**src/rtl/execute_stage.sv**
```systemverilog
// execute_stage: execute stage of the 16-bit five-stage pipeline.
// Computes the ALU result or the load/store effective address and registers
// it together with store data and destination-register fields for memory
// access. Define EXECUTE_MUL_EN to build the 16-cycle shift-add multiplier;
// without it MUL decodes as a bubble and stall_ex is tied low.
module execute_stage (
  input  logic        clk,
  input  logic        rst_n,
  input  logic        valid_id,
  input  logic [3:0]  control_id,
  input  logic [15:0] operand_a_id,
  input  logic [15:0] operand_b_id,
  input  logic [15:0] imm_id,
  input  logic [4:0]  dest_reg_index_id,
  input  logic        dest_reg_write_en_id,
  output logic        stall_ex,
  output logic [3:0]  control_ex,
  output logic [15:0] result_ex,
  output logic [15:0] reg_data_ex,
  output logic [4:0]  dest_reg_index_ex,
  output logic        dest_reg_write_en_ex
);

  localparam logic [3:0] OP_ADD   = 4'b0000;
  localparam logic [3:0] OP_SUB   = 4'b0001;
  localparam logic [3:0] OP_AND   = 4'b0010;
  localparam logic [3:0] OP_OR    = 4'b0011;
  localparam logic [3:0] OP_XOR   = 4'b0100;
  localparam logic [3:0] OP_SHL   = 4'b0101;
  localparam logic [3:0] OP_SHR   = 4'b0110;
  localparam logic [3:0] OP_MUL   = 4'b1000;
  localparam logic [3:0] OP_LOAD  = 4'b1100;
  localparam logic [3:0] OP_STORE = 4'b1110;
  localparam logic [3:0] OP_NOP   = 4'b1111;

  // Single-cycle datapath results.
  logic        alu_bubble;
  logic [15:0] alu_result;
  logic        alu_write_en;

  // Multiplier handshake into the output register (tied off when absent).
  logic        mul_busy;
  logic        mul_done;
  logic [15:0] mul_product;
  logic [15:0] mul_reg_data;
  logic [4:0]  mul_index;
  logic        mul_write_en;

  // Decode the single-cycle opcodes; MUL, NOP and unknown codes become bubbles.
  always_comb begin
    // NOTE: every signal gets a default before the case so no path leaves it unassigned, which would infer a latch.
    alu_bubble   = 1'b0;
    alu_result   = '0;
    alu_write_en = dest_reg_write_en_id;
    case (control_id)
      OP_ADD:   alu_result = operand_a_id + operand_b_id;
      OP_SUB:   alu_result = operand_a_id - operand_b_id;
      OP_AND:   alu_result = operand_a_id & operand_b_id;
      OP_OR:    alu_result = operand_a_id | operand_b_id;
      OP_XOR:   alu_result = operand_a_id ^ operand_b_id;
      OP_SHL:   alu_result = operand_a_id << operand_b_id[3:0];
      OP_SHR:   alu_result = operand_a_id >> operand_b_id[3:0];
      OP_LOAD:  alu_result = operand_a_id + imm_id;
      OP_STORE: begin
        alu_result   = operand_a_id + imm_id;
        alu_write_en = 1'b0;
      end
      default:  alu_bubble = 1'b1;
    endcase
    if (!valid_id) begin
      alu_bubble = 1'b1;
    end
  end

  // Output register: multiply completion, bubble while busy, else the single-cycle result.
  always_ff @(posedge clk or negedge rst_n) begin
    // NOTE: state is updated with non-blocking assignments so every register samples pre-edge values.
    if (!rst_n) begin
      control_ex           <= OP_NOP;
      result_ex            <= '0;
      reg_data_ex          <= '0;
      dest_reg_index_ex    <= '0;
      dest_reg_write_en_ex <= 1'b0;
    end else if (mul_done) begin
      control_ex           <= OP_MUL;
      result_ex            <= mul_product;
      reg_data_ex          <= mul_reg_data;
      dest_reg_index_ex    <= mul_index;
      dest_reg_write_en_ex <= mul_write_en;
    end else if (mul_busy || alu_bubble) begin
      control_ex           <= OP_NOP;
      result_ex            <= '0;
      reg_data_ex          <= '0;
      dest_reg_index_ex    <= '0;
      dest_reg_write_en_ex <= 1'b0;
    end else begin
      control_ex           <= control_id;
      result_ex            <= alu_result;
      reg_data_ex          <= operand_b_id;
      dest_reg_index_ex    <= dest_reg_index_id;
      dest_reg_write_en_ex <= alu_write_en;
    end
  end

`ifdef EXECUTE_MUL_EN
  localparam logic [0:0] ST_IDLE = 1'b0;
  localparam logic [0:0] ST_MUL  = 1'b1;

  logic [0:0]  state;
  logic [3:0]  count;          // multiplier bit consumed this cycle
  logic [15:0] multiplicand;   // a, shifted left one place per step
  logic [15:0] multiplier;     // original b, kept whole for reg_data_ex
  logic [15:0] product;        // running low 16 bits of the product
  logic [15:0] product_next;
  logic        mul_start;

  assign mul_start    = (state == ST_IDLE) && valid_id && (control_id == OP_MUL);
  assign product_next = multiplier[count] ? (product + multiplicand) : product;
  assign mul_busy     = (state == ST_MUL);
  assign mul_done     = mul_busy && (count == 4'd15);
  assign mul_product  = product_next;
  assign mul_reg_data = multiplier;

  // Multiplier FSM: latch operands in IDLE, then one shift-add step per cycle for 16 cycles.
  always_ff @(posedge clk or negedge rst_n) begin
    if (!rst_n) begin
      state        <= ST_IDLE;
      count        <= '0;
      multiplicand <= '0;
      multiplier   <= '0;
      product      <= '0;
      mul_index    <= '0;
      mul_write_en <= 1'b0;
    end else if (state == ST_IDLE) begin
      if (mul_start) begin
        state        <= ST_MUL;
        count        <= '0;
        product      <= '0;
        multiplicand <= operand_a_id;
        multiplier   <= operand_b_id;
        mul_index    <= dest_reg_index_id;
        mul_write_en <= dest_reg_write_en_id;
      end
    end else begin
      product      <= product_next;
      multiplicand <= multiplicand << 1;
      count        <= count + 4'd1;
      if (count == 4'd15) begin
        state <= ST_IDLE;
      end
    end
  end
`else
  assign mul_busy     = 1'b0;
  assign mul_done     = 1'b0;
  assign mul_product  = '0;
  assign mul_reg_data = '0;
  assign mul_index    = '0;
  assign mul_write_en = 1'b0;
`endif

  // Stall is a pure decode of the registered FSM state.
  assign stall_ex = mul_busy;

endmodule

```
**config.mk**
```make
export PLATFORM = sky130hd
export DESIGN_NAME = execute_stage
export DESIGN_NICKNAME = d
export VERILOG_FILES = /design/src/rtl/execute_stage.sv
export SDC_FILE = /design/constraint.sdc
export NUM_CORES = 1
export LEC_CHECK = 0
export CAP_MARGIN = 20
export CELL_PAD_IN_SITES_DETAIL_PLACEMENT = 0
export CELL_PAD_IN_SITES_GLOBAL_PLACEMENT = 1
export CORE_MARGIN = 1.5
export CORE_UTILIZATION = 37
export CTS_CLUSTER_DIAMETER = 30
export CTS_CLUSTER_SIZE = 30
export DETAILED_ROUTE_END_ITERATION = 16
export PLACE_DENSITY_LB_ADDON = 0.1
export SYNTH_ARGS = -nofsm -noshare
export SYNTH_HDL_FRONTEND = slang
export SYNTH_SLANG_ARGS = --single-unit
```
**constraint.sdc**
```tcl
create_clock -name clk -period 0.8 [get_ports clk]
set_input_delay 0.08 -clock clk [delete_from_list [all_inputs] [get_ports clk]]
set_output_delay 0.08 -clock clk [all_outputs]
set_load 0.05 [all_outputs]
```
==> flow_summary.yaml <==
outcome:
  outcome: "complete, but fails checks"
  violations: "negative setup slack"
floorplanning:
  initial_core_util_pct: 37.9
  core.rowCount: 41
  die_w_um: 117
  die_height_um: 117
  design.die.area_um2: 13600
  ios: 104
  core_um2: 12600
timing:
  timing.setup.tns_ps: -35840
  rsz0062_at_grt: "true"
  slew_viol_final: 0
  setup_viol: 83
  fmax_mhz: 330
  hold_viol_final: 0
  post-route-period-util_pct: 379
  worst_pin_slew_ps: 734
  fin_crit_ps: 3030
  relSlewSlack_pct: 50.4
  worst_slack_ps: -2230
clocking:
  clk_path_buf_depth: 2
  cts_tree: "done"
  clk_pin_slew_ps: 60
  cts_max_level: 2
  numCtsBuffers: 5
  cts.sinks: 42
  cts_root_buffer: "clkbuf_16"
yosys:
  synth-edff-count: 0
  synth_cells: 608
  seq_area_frac_synth_pct: 22.1
  netlist_area_um2: 4790
  synth_commonest_cells: "nor2_1, ha_1, a21oi_1, inv_1, nand2_1"
  post_synth.cell_area_avg_um2: 7.87
  syn-num-nets: 722
  synth_top_cell_by_area: "dfrtp_1"
  synthFlopType: "dfrtp_1"
  yosysWarnings: 0
  synth_top_area_share_pct: 19.9
  synth.most_common_cell: "nor2_1"
  synth.distinct_cells: 70
  async_flop_share_pct: 100
  ys_seq_elements: 42
  ys_top_cells_by_area: "dfrtp_1, ha_1, nor2_1"
power_and_ir_drop:
  clock_power_share_pct: 25.0
  comb_power_share_pct: 53.9
  power.density_nw_per_um2: 1170
  leakagePower_nw: 4.36
  intPower_w: 0.00710
  power_w: 0.0111
  switching_share_pct: 36.0
  netSwitchingPower_w: 0.00399
  pwr-share-seq_pct: 21.0
  ir_drop_mv: 0.755
place:
  place_hpwl_mm: 17.3
  pre_cts_ws_ps: -3050
  gp_congestion: 0.972
  place_area_um2: 8070
  portBuffers: 102
detailed_routing:
  via_count: 6332
  routed_wirelength_mm: 23.4
  routedWlPerCell_um: 21.5
  viasPerCell: 5.81
  firstDrtPassIters: 6
  drt_iter0_markers: 427
  ant_nets: 0
  drc: 0
cells_and_area:
  area_growth_pct: 97.8
  fin_area_um2: 9470
  n_antenna_cell: 0
  drive_above_1_share_pct: 49.7
  final_nets: 1030
worst_hold_path:
  hp-class: "input port to flop"
worst_setup_path:
  crit_path_end_kind: "flop"
  critical_path.max_fanout: 3
  required_ps: 980
  path_class: "input port to flop"
  critPathLaunchType: "input port"
  critPathArrivalTime_ps: 3210
global_routing:
  grtUsageTotal_pct: 33.1
  grt_pass1_wl_mm: 33.7
  grt_max_degree: 43
  grt_antenna_before_repair: 0
  first_global_vias: 6210
  grt.overflow.total: 0
run:
  maxCapViolations: 0
cells in the final DEF, fill, tap and decap left out, drive strengths merged, types with 7 or more instances in the layout:
cell type      count
a211oi            12
a21o              12
a21oi             45
a221o              9
a221oi             7
and2              12
and3               7
buf              282
clkbuf            11
clkdlybuf4s50     32
dfrtp             38
dlygate4sd2       13
ha                52
inv               45
mux2               7
mux2i             25
nand2             41
nand2b             8
nand3             11
nor2              70
nor3              20
o21ai             48
o22ai              7
worst max-delay path, stage by stage:
cell	delay [ps]
buf_8	100
buf_6	100
or4_4	570
nor4_4	380
buf_4	200
a31oi_4	80
mux2i_1	130
a21o_1	210
buf_4	150
ha_2	190
buf_4	150
or3_4	400
o21ai_4	160
o32ai_2	90
a41o_1	210
layer usage:
| metal | global-route usage [%] | wire [µm] | share of wire (%) |
|---|---|---|---|
| met5 | 0 | 0 | 0 |
| met4 | 13.2 | 1100 | 4.7 |
| met3 | 5.71 | 1630 | 6.9 |
| met2 | 58.5 | 11500 | 49 |
| met1 | 40.0 | 9140 | 39 |
state kept, by name (all words and copies together) (netlist names):
| register | cells |
|---|---|
| result_ex | 16 |
| reg_data_ex | 16 |
| dest_reg_write_en_ex | 1 |
| control_ex | 4 |
| dest_reg_index_ex | 5 |
power by group through the flow:
stage | Sequential (W) | Combinational [W] | Clock, W
floorplan | 0.00269 | 0.00198 | 0
global placement | 0.00237 | 0.00477 | 0
detailed placement | 0.00237 | 0.00484 | 0
CTS | 0.00233 | 0.00532 | 0.00282
global route | 0.00234 | 0.00630 | 0.00288
finish | 0.00233 | 0.00598 | 0.00277
cell type report:
type                    instances  area, µm²
clock buffers                   6        139
clock inverters                 2       60.1
fillers                       952       3150
inverters                      46        184
multi-input cells             482       4320
flip-flops and latches         42       1060
well taps                     172        215
repair buffers                339       3490
cell families after synthesis:
logic type	after synthesis	synth area share (%)
compound gates	191	26.5
xor+xnor	9	1.65
fa+ha+maj	53	14.0
buf+inv	84	6.82
flops	42	22.1
mux	38	9.70
other cells	1	0.0783
simple gates	190	19.2
stage by stage:
stage | util (%) | hold slack (ps) | instances
6_report | 75.0 | 172 | 1089
5_1_grt | 75.0 | 179 | 1089
4_1_cts | 70.1 | 152 | 1074
3_5_place_dp | 64.0 | 77.7 | 1053
3_3_place_gp | 64.0 | 68.1 | 1053
2_1_floorplan | - | -216 | 608
what timing repair did:
item | 4_1_cts | 5_1_grt
endpoints found under the setup margin | 84 | 83
hold endpoints to repair | 38 | 0
gates resized for setup | 157 | 109
cloned | 0 | 3
pin swaps | 59 | 57
buffers inserted | 16 | 15
hold buffers | 1 | 0
final timing paths:
kind                            startpoint                   end  slack [ps]  depth (start not counted)
max in group asynchronous            rst_n         control_ex[1]         240                          3
setup / recovery           operand_b_id[1]         result_ex[15]       -2230                         15
hold / removal             operand_b_id[0]        reg_data_ex[0]         170                          4
min in group asynchronous            rst_n  dest_reg_write_en_ex         300                          3
Note: power is estimated with default switching activity, not from simulation.
